--- src/rtl/fu_sequencer.sv ---
// Command-driven issuer for the 16-bit function unit: owns a small register file,
// drives the FU operands for a fixed latency, writes back and answers over valid/ready.
module fu_sequencer #(
  parameter int WIDTH  = 16,
  parameter int NREGS  = 8,
  parameter int REG_AW = 3,
  parameter int FU_LAT = 2
) (
  input  logic              clock,
  input  logic              reset_n,
  input  logic              cmd_valid,
  output logic              cmd_ready,
  input  logic [1:0]        cmd_op,
  input  logic [3:0]        cmd_s,
  input  logic              cmd_mf,
  input  logic [REG_AW-1:0] cmd_rd,
  input  logic [REG_AW-1:0] cmd_ra,
  input  logic [REG_AW-1:0] cmd_rb,
  input  logic [WIDTH-1:0]  cmd_imm,
  output logic              rsp_valid,
  input  logic              rsp_ready,
  output logic [WIDTH-1:0]  rsp_data,
  output logic [5:0]        rsp_flags,
  output logic              rsp_err,
  output logic [WIDTH-1:0]  fu_a,
  output logic [WIDTH-1:0]  fu_b,
  output logic [3:0]        fu_s,
  output logic              fu_mf,
  input  logic [WIDTH-1:0]  fu_data,
  input  logic              fu_v,
  input  logic              fu_c,
  input  logic              fu_zr,
  input  logic              fu_n,
  input  logic              fu_il,
  input  logic              fu_ir
);

  typedef enum logic [1:0] {IDLE, ISSUE, RESP} state_t;

  localparam logic [1:0] OP_EXEC  = 2'b00;
  localparam logic [1:0] OP_LOADI = 2'b01;
  localparam logic [1:0] OP_READ  = 2'b10;
  localparam int         CW       = (FU_LAT > 1) ? $clog2(FU_LAT) : 1;

  state_t            state_q, state_d;
  logic [WIDTH-1:0]  rf [NREGS];
  logic [5:0]        flags_q;          // {V,C,Z,N,IL,IR}
  logic [REG_AW-1:0] rd_q;
  logic [CW-1:0]     cnt_q;
  logic              accept;
  logic              sample;

  assign cmd_ready = (state_q == IDLE);
  assign rsp_valid = (state_q == RESP);
  assign accept    = cmd_valid && cmd_ready;
  assign sample    = (state_q == ISSUE) && (cnt_q == '0);
  assign rsp_flags = flags_q;

  // NOTE: every output of a combinational block gets a default first, so no path
  // through the case statement can leave it unassigned and infer a latch.
  always_comb begin
    state_d = state_q;
    unique case (state_q)
      IDLE:    if (accept) state_d = (cmd_op == OP_EXEC) ? ISSUE : RESP;
      ISSUE:   if (cnt_q == '0) state_d = RESP;
      RESP:    if (rsp_ready) state_d = IDLE;
      default: state_d = IDLE;
    endcase
  end

  // NOTE: sequential state uses non-blocking assignments so every flop samples
  // pre-edge values regardless of statement order.
  always_ff @(posedge clock or negedge reset_n) begin
    if (!reset_n) state_q <= IDLE;
    else          state_q <= state_d;
  end

  // NOTE: the register file is reset explicitly because reads after reset must
  // return zero; this keeps it in flops rather than a RAM macro.
  always_ff @(posedge clock or negedge reset_n) begin
    if (!reset_n) begin
      for (int i = 0; i < NREGS; i++) rf[i] <= '0;
      flags_q  <= '0;
      rd_q     <= '0;
      cnt_q    <= '0;
      fu_a     <= '0;
      fu_b     <= '0;
      fu_s     <= '0;
      fu_mf    <= 1'b0;
      rsp_data <= '0;
      rsp_err  <= 1'b0;
    end else if (accept) begin
      rsp_err <= (cmd_op == 2'b11);
      unique case (cmd_op)
        OP_EXEC: begin
          // Operands are captured here, so rd may alias ra or rb.
          fu_a  <= rf[cmd_ra];
          fu_b  <= rf[cmd_rb];
          fu_s  <= cmd_s;
          fu_mf <= cmd_mf;
          rd_q  <= cmd_rd;
          cnt_q <= CW'(FU_LAT - 1);
        end
        OP_LOADI: begin
          rf[cmd_rd] <= cmd_imm;
          rsp_data   <= cmd_imm;
        end
        OP_READ:  rsp_data <= rf[cmd_ra];
        default:  rsp_data <= '0;
      endcase
    end else if (state_q == ISSUE) begin
      if (sample) begin
        rf[rd_q] <= fu_data;
        rsp_data <= fu_data;
        // ALU results own V,C,Z,N; shifter results own IL,IR.
        if (!fu_mf) flags_q[5:2] <= {fu_v, fu_c, fu_zr, fu_n};
        else        flags_q[1:0] <= {fu_il, fu_ir};
      end else begin
        cnt_q <= cnt_q - CW'(1);
      end
    end
  end

endmodule
--- config.mk ---
export PLATFORM = sky130hd
export DESIGN_NAME = fu_sequencer
export DESIGN_NICKNAME = d
export VERILOG_FILES = /design/src/rtl/fu_sequencer.sv
export SDC_FILE = /design/constraint.sdc
export NUM_CORES = 1
export LEC_CHECK = 0
export CAP_MARGIN = 10
export CORE_UTILIZATION = 40
export DETAILED_ROUTE_END_ITERATION = 8
export HOLD_SLACK_MARGIN = 0.08
export SETUP_SLACK_MARGIN = 0.2
export SYNTH_ARGS = -nofsm -noshare
export SYNTH_HDL_FRONTEND = slang
export SYNTH_SLANG_ARGS = --single-unit
export TNS_END_PERCENT = 100
--- constraint.sdc ---
create_clock -name clock -period 2.3 [get_ports clock]
set_input_delay 0.345 -clock clock [delete_from_list [all_inputs] [get_ports clock]]
set_output_delay 0.345 -clock clock [all_outputs]
set_load 0.03 [all_outputs]
==> results.md, run 1 <==
- After detailed routing, the number of remaining DRC violations is 0.
- The height of the die is 169 um.
- The maximum level of the CTS H-tree is 4.
- The critical path data arrival time is 2360 ps.
- The multi-input combinational cell area is 5930 sq um.
- The number of distinct standard cells referenced by the synthesized netlist is 40.
- The buffers inserted during post-CTS setup optimization is 0.
- Final hold analysis gives a worst-case slack of 474 ps.
- The run finished with clean final reports.
- The initialized floorplan defines 60 standard-cell rows.
- Using the TritonRoute via totals, the vias-per-cell ratio works out to 6.04.
- The number of max-slew violations in the final report was 0.
- Traced cell by cell, the critical path runs through or3b_2 > buf_12 > buf_12 > nand2_1 > buf_12 > o22ai_1 > mux2_4.
- The wire length per cell after detailed routing is 25.2 um.
- During I/O placement, the number of pins put on the boundary was 120.
- The sequential cell area is 4850 sq um.
- Setup violations remaining at the end of the flow were counted as 0.
- The aggregate global routing overflow is 0.
- The number of instances in the placed design is 1382.
- After synthesis, the share of flip-flops with an asynchronous set or reset is 100%.
- The violation count after the first detailed-routing iteration is 766.
- The via count of the first global-routing pass is 8768.
- The estimated wirelength of the detail-placed design is 23300 um.
- Ranked by total cell area, the synthesized netlist is headed by sky130_fd_sc_hd__dfrtp_1 43%, sky130_fd_sc_hd__mux4_2 13%, sky130_fd_sc_hd__mux2_4 11%.
- The area fraction of the dominant cell type after synthesis is 43.3%.
- The initial standard-cell utilization of the core is 41.1%.
- Timing would allow up to 0.488 GHz.
- The post-synthesis average cell area is 12.8 sq um.
- The critical path's largest stage delay is 510 ps.
- The worst register-to-register path has a depth of 7.
- The yosys synthesis warning count is 0.
- The launching element type of the critical path is a flop.
- The most repeated library cell on the critical path is sky130_fd_sc_hd__buf_12.
- The layout-stage area growth over the synthesis result is 27.5%.
- The root buffer cell is sky130_fd_sc_hd__clkbuf_16.
- The number of port buffers is 119.
- For the pin with the worst max-slew slack, the measured transition is 603 ps.
- The analysis attributes to cell leakage a power of 6.33 nW.
- The first detailed-routing pass took 4 iterations.
- The largest buffer count on any clock path is 2.
- The slowest stage of the critical path belongs to the cell sky130_fd_sc_hd__or3b_2.
- Once detail routing completed, the nets flagged for antenna violations numbered 0.
- The die covers 28700 sq um.
- The worst slew slack as a fraction of its limit is 59.8%.
- Counting flops with a built-in enable in the synthesized netlist gives 0.
- In the final design database the tool counted 1092 nets.
- The type of destination of the critical path is a flop.
- The tightest min-delay check is of the primary input to async pin type.
- The clock transition at the registers of the reported paths is 70 ps.
- Setup repair after global routing left no endpoint under its margin.
- The cell taking the most area after synthesis is sky130_fd_sc_hd__dfrtp_1.
- The initial antenna violation count came to 1.
- Sequential elements use 43.3% of the synthesized area.
- The die boundary width is 169 um.
- The critical path in this run is classified as flop to flop.
- The total area inside the core boundary comes to 27300 sq um.
- At the end of the flow the core is filled with cells to 52.4%.
- The worst setup path startpoint is state_q[0]$_DFFE_PN0P_.
- In this run the power density over the cells is 1080 nW/um^2.
- The final weighted congestion of routability-driven global placement is 0.833.
- Clock tree synthesis found a total of 194 sinks.
- For the worst setup path, the data required time is 2610 ps.
- The hold violation total from the final report came to 0.
- The worst register-to-register path begins at state_q[0]$_DFFE_PN0P_.
- Synthesis handed over a netlist of 874 instances.
- The wire length reported by the detailed router is 35600 um.
- The all-layer global routing usage is 25.4%.
- The worst-case IR drop observed on VDD is 0.000434 V.
- The post-synthesis net count is 936.
- The kind of cell with the highest combined delay along the critical path is simple AND/OR/NAND/NOR gates.
- The final critical path takes up 89.1% of the cycle.
- The routed design could run at a clock period as short as 2050 ps.
- The routed layout has 8538 vias.
- In the synthesized netlist the dominant register cell turns out to be sky130_fd_sc_hd__dfrtp_1.
- The share of cells above drive strength 1 is 34.5%.
- After filler insertion, the fill cell instance count of the layout stands at 2317.
- The synthesized flop and latch total is 194.
- The post-synthesis cell area is 11200 sq um.
- The critical path contains buffers and inverters numbering 3 combined.
- The clock insertion delay at the later pin of the skew report is 430 ps.
- The number of clock buffers inserted by TritonCTS is 17.
- The final setup skew is 12.3 ps.
- The tool flagged a number of max-cap violations equal to 0.
- The pin count of the biggest net entering global routing is 65.
- The path length in cells of the critical path is 7.
- TritonCTS built the clock tree.
- The maximum fanout count along the critical path is 17.
- The global-route wire length before repair is 54000 um.
- Excluding fillers, the count of instances in the completed layout stands at 1413.
per-stage QoR:
stage	power [mW]	setup TNS, ps	setup slack (ps)	instance area (sq um)
after floorplan	9.43	0	346	11200
after global placement	12.2	-8910	-129	13700
after detailed placement	12.3	-11480	-168	13700
after CTS	15.5	0	258	14300
after global routing	16.1	0	210	14300
final	15.4	0	250	14300
final cells by class:
class / count / area share [%]
clock inverters: 9 / 1.10
flip-flops and latches: 194 / 34.0
inverters: 4 / 0.105
clock buffers: 20 / 3.13
diodes: 1 / 0.0175
repair buffers: 216 / 16.9
well taps: 372 / 3.26
multi-input cells: 597 / 41.5
cells by family (layout without fill, tap and decap cells):
kind of cell / Yosys count / in the layout / share of synthesized area, %
AOI/OAI and AO/OA: 222 / 222 / 13.2
muxes: 238 / 238 / 32.7
other: 0 / 1 / 0
adders and majority gates: 4 / 4 / 0.446
DFF: 194 / 194 / 43.3
buffers and inverters: 83 / 249 / 3.98
and+or+nand+nor: 133 / 133 / 6.44
where the power goes:
part	switching, mW	leakage (nW)	internal, mW
registers	0.807	2.52	4.50
clock network	1.31	0.288	1.84
logic	3.64	3.53	3.35
final timing paths:
path	endpoint	slack, ps
worst max-delay path	rf[90]$_DFFE_PN0P_	250
worst min register to register	rsp_err$_DFFE_PN0P_	490
min in group clock	rsp_err$_DFFE_PN0P_	490
worst min-delay path	fu_b[7]$_DFFE_PN0P_	470
max in group asynchronous	rsp_data[13]$_DFFE_PN0P_	1160
worst max register to register	rf[90]$_DFFE_PN0P_	250
repair_timing:
| item | in CTS | in global routing |
|---|---|---|
| hold endpoints to repair | 59 | 0 |
| endpoints found under the setup margin | 2 | 0 |
| gates resized for setup | 2 | 0 |
| hold buffers | 1 | 0 |
layer usage:
metal  vias up  GRT usage, %  part of all wire (%)
met1      4480          36.2                    45
li1       3702             -                     -
met4         0          7.05                   1.8
met2       314          39.9                    47
met3        42          4.29                   5.5
met5         -             0                     0
cell usage after synthesis, types with 2 or more instances:
cell,count
sky130_fd_sc_hd__mux2_2,62
sky130_fd_sc_hd__inv_1,4
sky130_fd_sc_hd__buf_1,8
sky130_fd_sc_hd__a21oi_1,48
sky130_fd_sc_hd__buf_2,23
sky130_fd_sc_hd__buf_4,3
sky130_fd_sc_hd__nor2_1,52
sky130_fd_sc_hd__a211oi_1,16
sky130_fd_sc_hd__o22ai_1,128
sky130_fd_sc_hd__nand2b_1,2
sky130_fd_sc_hd__nand3b_1,7
sky130_fd_sc_hd__o21ai_4,8
sky130_fd_sc_hd__or3_1,2
sky130_fd_sc_hd__mux4_2,64
sky130_fd_sc_hd__clkbuf_1,32
sky130_fd_sc_hd__dfrtp_1,194
sky130_fd_sc_hd__nand2_1,28
sky130_fd_sc_hd__mux2_4,80
sky130_fd_sc_hd__or3b_1,5
sky130_fd_sc_hd__buf_6,11
sky130_fd_sc_hd__a211o_1,16
sky130_fd_sc_hd__nand3_1,18
sky130_fd_sc_hd__or3b_2,2
sky130_fd_sc_hd__ha_1,4
sky130_fd_sc_hd__a31oi_1,2
sky130_fd_sc_hd__nand2_4,9
sky130_fd_sc_hd__mux2i_1,32
sky130_fd_sc_hd__nor2_8,2
placed cells by master, fill, tap and decap left out, drive strengths merged, types with 10 or more instances in the layout:
cell type | Yosys | final
dfrtp | 194 | 194
mux2 | 142 | 142
o22ai | 128 | 128
clkdlybuf4s50 | 0 | 114
buf | 46 | 98
mux4 | 64 | 64
nor2 | 55 | 55
a21oi | 49 | 49
nand2 | 37 | 37
mux2i | 32 | 32
clkbuf | 33 | 21
nand3 | 18 | 18
a211oi | 16 | 16
a211o | 16 | 16
o21ai | 10 | 10
sequential cells by signal, summed over array words and instances (netlist names), 2 cells and up:
register / flops
rsp_flags: 6
state_q: 2
fu_b: 16
rsp_data: 16
fu_a: 16
rf: 128
fu_s: 4
rd_q: 3
Note: power is estimated with default switching activity, not from simulation.
==> run 2, diff against run 1 <==
--- a/config.mk
+++ b/config.mk
@@ -8,8 +8,10 @@
 export CAP_MARGIN = 10
 export CORE_UTILIZATION = 40
 export DETAILED_ROUTE_END_ITERATION = 8
+export GPL_TIMING_DRIVEN = 0
 export HOLD_SLACK_MARGIN = 0.08
 export SETUP_SLACK_MARGIN = 0.2
+export SLEW_MARGIN = 15
 export SYNTH_ARGS = -nofsm -noshare
 export SYNTH_HDL_FRONTEND = slang
 export SYNTH_SLANG_ARGS = --single-unit
==> run 2 against run 1 <==
- maximum frequency decreased by 1.8%
- non-clock buffer count increased by 10
- final cell count increased by 1.4%
- design area down 0.39%
- sequential share of layout area is 0.13 points higher
- critical endpoint is now rsp_data[2]$_DFFE_PN0P_
- highest routed layer unchanged
==> results.md, run 2 (synthesized netlist as in run 1, its figures left out) <==
- The power density over cell area is 1110 nW/um^2 (+2.9%).
- Setup repair after global routing could not meet its margin everywhere.
- The number of max-slew violations in the final report came to 0 (unchanged).
- The class of the worst hold path is primary input to flop.
- The number of port buffers is 112 (-5.9%).
- The flow ran to the end, and the final reports show no timing, DRC or antenna violations.
- The clock tree from TritonCTS is yes.
- The estimated wirelength of the detail-placed design was 26200 um (+13%).
- The final weighted congestion of routability-driven global placement is 0.892 (+7.1%).
- Traced cell by cell, the critical path runs through clkdlybuf4s50_1 > buf_4 > mux4_2 > mux2i_1 > a211oi_1 > a211o_1.
- The count of boundary I/O pins is 120 (unchanged).
- The aggregate global routing overflow is 0 (unchanged).
- The count of max-cap constraint violations is 0 (unchanged).
- STA classifies the critical path endpoint as a flop.
- The antenna violation net count after detailed routing is 0 (unchanged).
- The number of clock buffers inserted by TritonCTS is 17 (unchanged).
- The height of the die came to 169 um (unchanged).
- The library cells used most frequently in the layout, excluding fill and tap cells, are 194 x sky130_fd_sc_hd__dfrtp_1, 125 x sky130_fd_sc_hd__o22ai_1, 109 x sky130_fd_sc_hd__clkdlybuf4s50_1.
- The maximum fanout count along the critical path is 10 (-7).
- The final setup violation count is 0 (unchanged).
- The internal power of the cells is 9.38 mW (-3.2%).
- The wire length per cell after detailed routing is 29.2 um (+16%).
- The violation count after the first detailed-routing iteration is 1001 (+31%).
- The initial antenna violation count is 0 (-1).
- The all-layer global routing usage was 28.5% (+3.2 points).
- The number of nets in the finished design is 1110 (+1.6%).
- The peak ir drop on the vdd network is 0.000564 V (+30%).
- The critical path data arrival time is 2420 ps (+60 ps).
- The number of instances in the placed design is 1360 (-1.6%).
- The pin count of the biggest net entering global routing is 75 (+15%).
- The share of cells above drive strength 1 came to 37.6% (+3.1 points).
- The wire length reported by the detailed router was 41800 um (+17%).
- The die boundary width came to 169 um (unchanged).
- The via total after detailed routing is 9242 (+8.2%).
- The core box area was 27300 sq um (unchanged).
- The critical path's largest stage delay is 650 ps (+140 ps).
- The cell sitting at the root of the clock tree is a sky130_fd_sc_hd__clkbuf_16.
- The layout-stage area growth over the synthesis result is 27.0%.
- The library cell used most frequently in the layout, excluding fill and tap cells, is sky130_fd_sc_hd__dfrtp_1.
- The reported leakage power is 6.27 nW (-1.1%).
- The via count of the first global-routing pass was 9070 (+3.4%).
- The final setup skew was 12.6 ps (+0.284 ps).
- The clock insertion delay at the later pin of the skew report is 450 ps (+20 ps).
- The fmax is 0.479 GHz (-1.8%).
- More flip-flops sit in one register than any other, and that register is rf.
- The slowest cell on the critical path is sky130_fd_sc_hd__clkdlybuf4s50_1.
- The number of vias per cell is 6.45 (+6.7%).
- The residual DRC count is 0 (unchanged).
- The part of the power in combinational logic is 47.0% (+1.7 points).
- The hold violation total from the final report came to 0 (unchanged).
- The register-to-register path setup slack is 220 ps (-30 ps).
- The fraction of power consumed by the clock network is 19.6% (-0.8 points).
- The shortest period the worst path allows is 2090 ps (+37.1 ps).
- The total net switching power was 6.45 mW (+12%).
- The number of cells in the finished layout apart from fillers is 1433 (+1.4%).
- STA classifies the critical path startpoint as a primary input.
- The clock transition at the registers of the reported paths is 80 ps (about the same).
- The global-route wire length before repair was 58900 um (+9.0%).
- The initial standard-cell utilization of the core was 41.1% (unchanged).
- The full die area is 28700 sq um (unchanged).
- The TritonCTS sink count is 194 (unchanged).
- The length of the first detailed-routing pass in iterations is 7 (+3).
- The required time reported for the critical path endpoint came to 2630 ps (+20 ps).
- The worst-margin pin slew came to 1180 ps (+573 ps).
- The worst slew slack as a fraction of its limit is 21.6% (-38 points).
- The largest buffer count on any clock path came to 2 (unchanged).
- The final cycle utilization of the critical path is 90.7% (+1.6 points).
- The switching power share of the total was 40.8% (+3.5 points).
- The share of power burned in registers is 33.4% (-1.0 points).
- The number of core rows came to 60 (unchanged).
- The maximum level of the CTS H-tree is 4 (unchanged).
- The worst hold margin is 245 ps (-229 ps).
- The antenna diode count is 0 (-1).
- The number of flip-flops under the largest register name is 128 (unchanged).
- The critical path is of the primary input to flop type.
-- run 2: cell count changes in the layout (fill, tap and decap cells not counted), moves of 6 or more --
cell                       previous run  this run
sky130_fd_sc_hd__nand2_8              0         9
sky130_fd_sc_hd__mux2_2              62        56
sky130_fd_sc_hd__buf_4               56        35
sky130_fd_sc_hd__clkbuf_2             0        18
sky130_fd_sc_hd__nand2_1             28        13
sky130_fd_sc_hd__buf_12              40         4
sky130_fd_sc_hd__nand2_2              0        15
sky130_fd_sc_hd__buf_6                0        11
sky130_fd_sc_hd__mux2_4              80        86
sky130_fd_sc_hd__buf_2                2        17
sky130_fd_sc_hd__clkbuf_1             2        11
-- run 2: power groups by stage --
stage,clock (mW),combinational (mW),sequential [mW]
floorplan,0,3.31,6.11
finish,3.11,7.43,5.29
detailed placement,0,6.71,5.30
global placement,0,6.63,5.29
global route,3.24,7.72,5.39
CTS,3.11,7.00,5.25
-- run 2: worst paths after layout --
kind	from	end	cells after the start
max	cmd_ra[2]	rsp_data[2]$_DFFE_PN0P_	6
min	cmd_rd[1]	rd_q[1]$_DFFE_PN0P_	2
max reg2reg	state_q[1]$_DFFE_PN0P_	rd_q[0]$_DFFE_PN0P_	7
min reg2reg	rsp_err$_DFFE_PN0P_	rsp_err$_DFFE_PN0P_	2
max in group asynchronous	reset_n	fu_b[1]$_DFFE_PN0P_	3
min in group asynchronous	reset_n	fu_a[5]$_DFFE_PN0P_	2
-- run 2: timing repair --
action | 4_1_cts | 5_1_grt
setup buffers | 14 | 14
gates cloned | 1 | 11
setup endpoints to repair | 180 | 131
gates resized for setup | 73 | 49
pin swaps | 8 | 12
hold endpoints to repair | 51 | 0
hold buffers | 1 | 0
-- run 2: critical path, delay by kind of cell --
kind | cells | cell delay (ps)
buf+inv | 2 | 960
mux | 2 | 720
compound gates | 2 | 390
-- run 2: layer usage --
layer	up-vias	wire, um	part of all wire (%)	track usage, %
met4	0	1420	3.4	12.5
met5	-	0	0	0
met3	107	3670	8.8	5.76
met1	4812	16800	40	38.4
li1	3756	-	-	-
met2	567	19900	48	44.6
-- run 2: cell type report --
class / count / area [sq um]
fill: 2366 / 13000
buffer: 79 / 573
timing repair buffer: 147 / 1500
sequential: 194 / 4850
tap: 372 / 465
inverter: 4 / 15.0
clock buffer: 18 / 439
clock inverter: 14 / 156
multi-input combinational: 605 / 6230
-- run 2: stage by stage --
step	cell area [sq um]	utilization, %	worst slack [ps]	setup TNS [ps]	power [mW]
after floorplan	11200	-	346	0	9.43
after detailed placement	12900	47.2	-729	-81040	12.0
final	14200	52.2	213	0	15.8
after CTS	13800	50.8	187	0	15.4
after global routing	14200	52.2	158	0	16.4
after global placement	12800	47.0	-7820	-1590060	11.9
==> run 3, diff against run 2 <==
--- a/config.mk
+++ b/config.mk
@@ -10,6 +10,7 @@
 export DETAILED_ROUTE_END_ITERATION = 8
 export GPL_TIMING_DRIVEN = 0
 export HOLD_SLACK_MARGIN = 0.08
+export PLACE_DENSITY = 0.68
 export SETUP_SLACK_MARGIN = 0.2
 export SLEW_MARGIN = 15
 export SYNTH_ARGS = -nofsm -noshare
==> run 3 against run 2 <==
- count of clock-buffer cells in the layout rose by 2
- core utilization increased by 1.8 points
- maximum frequency down 3.3%
- largest cell class unchanged
- final cell count increased by 0.35%
- worst setup slack got worse by 71 ps
- non-clock buffer count grew 5
- critical path depth unchanged
- hold slack better by 23 ps
- die area unchanged
- register-to-register slack worse by 60 ps
- total power up 3.7%
==> results.md, run 3 (synthesized netlist as in run 1, its figures left out) <==
- The run finished with clean final reports.
- The residual DRC count came to 0 (unchanged).
- The hold violation total from the final report was 0 (unchanged).
- The number of clock buffers inserted by TritonCTS came to 17 (unchanged).
- The post-route setup TNS is 0 ps (unchanged).
- The wire length reported by the detailed router is 40900 um (-2.1%).
- The hold-critical path depth is 2 (unchanged).
- The TritonCTS sink count was 194 (unchanged).
- The count of max-cap constraint violations is 0 (unchanged).
- The core box area is 27300 sq um (unchanged).
- Walking the worst path, the cells encountered are buf_2 > or3b_1 > clkbuf_1 > clkbuf_1 > o22ai_1 > mux2_2.
- The wire length per cell after detailed routing is 28.4 um (-2.4%).
- The clock transition at the registers of the reported paths is 70 ps (about the same).
- The register-to-register path setup slack was 160 ps (-60 ps).
- The maximum level of the CTS H-tree came to 4 (unchanged).
- The power density over cell area was 1110 nW/um^2 (+0.13%).
- The worst-margin pin slew was 1220 ps (+39.2 ps).
- The instance area after placement came to 12900 sq um (unchanged).
- The all-layer global routing usage was 28.0% (-0.56 points).
- The number of instances in the placed design came to 1360 (unchanged).
- The fmax was 0.463 GHz (-3.3%).
- The startpoint identified for the worst hold timing path is cmd_rd[1].
- The initial standard-cell utilization of the core was 41.1% (unchanged).
- The cell that appears most often on the critical path is sky130_fd_sc_hd__clkbuf_1.
- The worst setup path is captured at a flop.
- The endpoint identified for the worst register-to-register timing path is rf[101]$_DFFE_PN0P_.
- Setup repair after global routing could not meet its margin everywhere.
- The aggregate global routing overflow is 0 (unchanged).
- The initial antenna violation count is 0 (unchanged).
- The reported leakage power is 6.41 nW (+2.2%).
- The number of flip-flops under the largest register name is 128 (unchanged).
- The shortest period the worst path allows came to 2160 ps (+71.3 ps).
- The library cell used most frequently in the layout, excluding fill and tap cells, is sky130_fd_sc_hd__dfrtp_1.
- The number of core rows came to 60 (unchanged).
- The logic depth of the worst register-to-register path is 8 (+1).
- The number of fill cells was 2212 (-6.5%).
- The number of port buffers was 112 (unchanged).
- The launching element type of the critical path is a primary input.
- The final setup violation count came to 0 (unchanged).
- The number of max-slew violations in the final report is 0 (unchanged).
- The share of cells above drive strength 1 is 40.3% (+2.7 points).
- The number of cells in the finished layout apart from fillers is 1438 (+0.35%).
- The launching point of the worst reg2reg path is state_q[0]$_DFFE_PN0P_.
- The final weighted congestion of routability-driven global placement is 0.911 (+2.1%).
- The final setup skew is 14.4 ps (+1.79 ps).
- The clock insertion delay at the later pin of the skew report is 450 ps (about the same).
- The global-route wire length before repair is 58500 um (-0.73%).
- The peak ir drop on the vdd network is 0.000635 V (+13%).
- TritonCTS built the clock tree.
- The estimated wirelength of the detail-placed design is 25300 um (-3.7%).
- The layout-stage area growth over the synthesis result is 31.4%.
- The die boundary width came to 169 um (unchanged).
- The largest buffer count on any clock path is 2 (unchanged).
- The min-delay analysis places its worst path in the category primary input to flop.
- The antenna violation net count after detailed routing is 0 (unchanged).
- The final non-filler cell area is 14700 sq um (+3.5%).
- The required time reported for the critical path endpoint is 2630 ps (about the same).
- The height of the die was 169 um (unchanged).
- The via count of the first global-routing pass is 9242 (+1.9%).
- The worst hold path terminates at rd_q[1]$_DFFE_PN0P_.
- The critical path data arrival time was 2490 ps (+70 ps).
- The worst slew slack as a fraction of its limit is 19.0% (-2.6 points).
- The number of nets in the finished design came to 1115 (+0.45%).
- The register with the most flip-flops is rf.
- The slowest cell on the critical path is sky130_fd_sc_hd__clkbuf_1.
- The worst hold margin is 268 ps (+23.3 ps).
- The number of vias per cell was 6.53 (+1.3%).
- The via total after detailed routing is 9397 (+1.7%).
- The count of boundary I/O pins was 120 (unchanged).
- The maximum fanout count along the critical path is 10 (unchanged).
- The violation count after the first detailed-routing iteration is 1031 (+3.0%).
- The full die area is 28700 sq um (unchanged).
- The critical path's largest stage delay is 810 ps (+160 ps).
- The length of the first detailed-routing pass in iterations came to 8 (+1).
- The worst setup path is of the primary input to flop kind.
- The root buffer cell is sky130_fd_sc_hd__clkbuf_16.
- The total power consumption of the routed design was 16.4 mW (+3.7%).
- The antenna diode count is 0 (unchanged).
- The final cycle utilization of the critical path is 93.8% (+3.1 points).
- The pin count of the biggest net entering global routing is 74 (-1.3%).
- In the layout the commonest cells are 194 x sky130_fd_sc_hd__dfrtp_1, 108 x sky130_fd_sc_hd__clkdlybuf4s50_1, 96 x sky130_fd_sc_hd__o22ai_1.
run 3: changes by cell type in the layout (fill, tap and decap cells not counted), moves of 3 or more:
cell,before,now
sky130_fd_sc_hd__o22ai_1,125,96
sky130_fd_sc_hd__o22ai_2,2,28
sky130_fd_sc_hd__nand2_8,9,19
sky130_fd_sc_hd__nand2_2,15,6
sky130_fd_sc_hd__mux2_2,56,49
sky130_fd_sc_hd__mux2_4,86,93
sky130_fd_sc_hd__bufinv_16,0,5
sky130_fd_sc_hd__clkinv_8,4,0
sky130_fd_sc_hd__inv_6,6,2
sky130_fd_sc_hd__nand2_4,8,4
sky130_fd_sc_hd__clkbuf_4,3,6
sky130_fd_sc_hd__inv_8,3,0
sky130_fd_sc_hd__nand2_1,13,16
sky130_fd_sc_hd__o22ai_4,1,4
run 3: how the worst max path moves through the flow:
stage / start / endpoint / slack [ps]
finish: cmd_rd[2] / rf[63]$_DFFE_PN0P_ / 140
global route: state_q[0]$_DFFE_PN0P_ / rf[101]$_DFFE_PN0P_ / 120
floorplan: state_q[0]$_DFFE_PN0P_ / rf[100]$_DFFE_PN0P_ / 350
CTS: state_q[0]$_DFFE_PN0P_ / fu_s[1]$_DFFE_PN0P_ / 170
detailed placement: cmd_ra[2] / rsp_data[8]$_DFFE_PN0P_ / -730
global placement: reset_n / rsp_flags[1]$_DFFE_PN0P_ / -7560
run 3: layer usage:
metal	up-vias	wire, um	track usage [%]
met5	-	0	0
met4	0	1930	14.7
met3	132	4570	6.55
met2	699	18800	43.2
met1	4795	15600	36.6
li1	3771	-	-
run 3: metrics by stage:
| stage | utilization (%) | setup slack [ps] |
|---|---|---|
| final | 54.1 | 142 |
| after CTS | 50.8 | 168 |
| after global routing | 54.1 | 122 |
| after global placement | 47.0 | -7560 |
| after detailed placement | 47.2 | -729 |
| after floorplan | - | 346 |
run 3: area by class of cell:
cell class	instances	area, sq um	area share, %
Buffer	79	582	3.95
Timing Repair Buffer	152	1590	10.8
Clock buffer	20	447	3.03
Multi-Input combinational cell	605	6580	44.7
Inverter	4	15.0	0.102
Tap cell	372	465	3.16
Clock inverter	12	203	1.38
Sequential cell	194	4850	32.9
run 3: what timing repair did:
item,CTS,global route
resized for setup,70,111
pin swaps,6,15
endpoints found under the setup margin,179,170
cloned,1,11
endpoints found under the hold margin,52,0
hold buffers,1,0
setup buffers,10,23
run 3: critical path: cells and delay by family:
family                 cells  cell delay [ps]
AOI/OAI and AO/OA          1              180
buffers and inverters      3             1470
muxes                      1              320
and+or+nand+nor            1              170
run 3: where the power goes:
group / switching [mW] / internal (mW)
clock: 1.42 / 1.97
sequential: 0.790 / 4.50
combinational: 4.21 / 3.52
total: 6.42 / 9.99
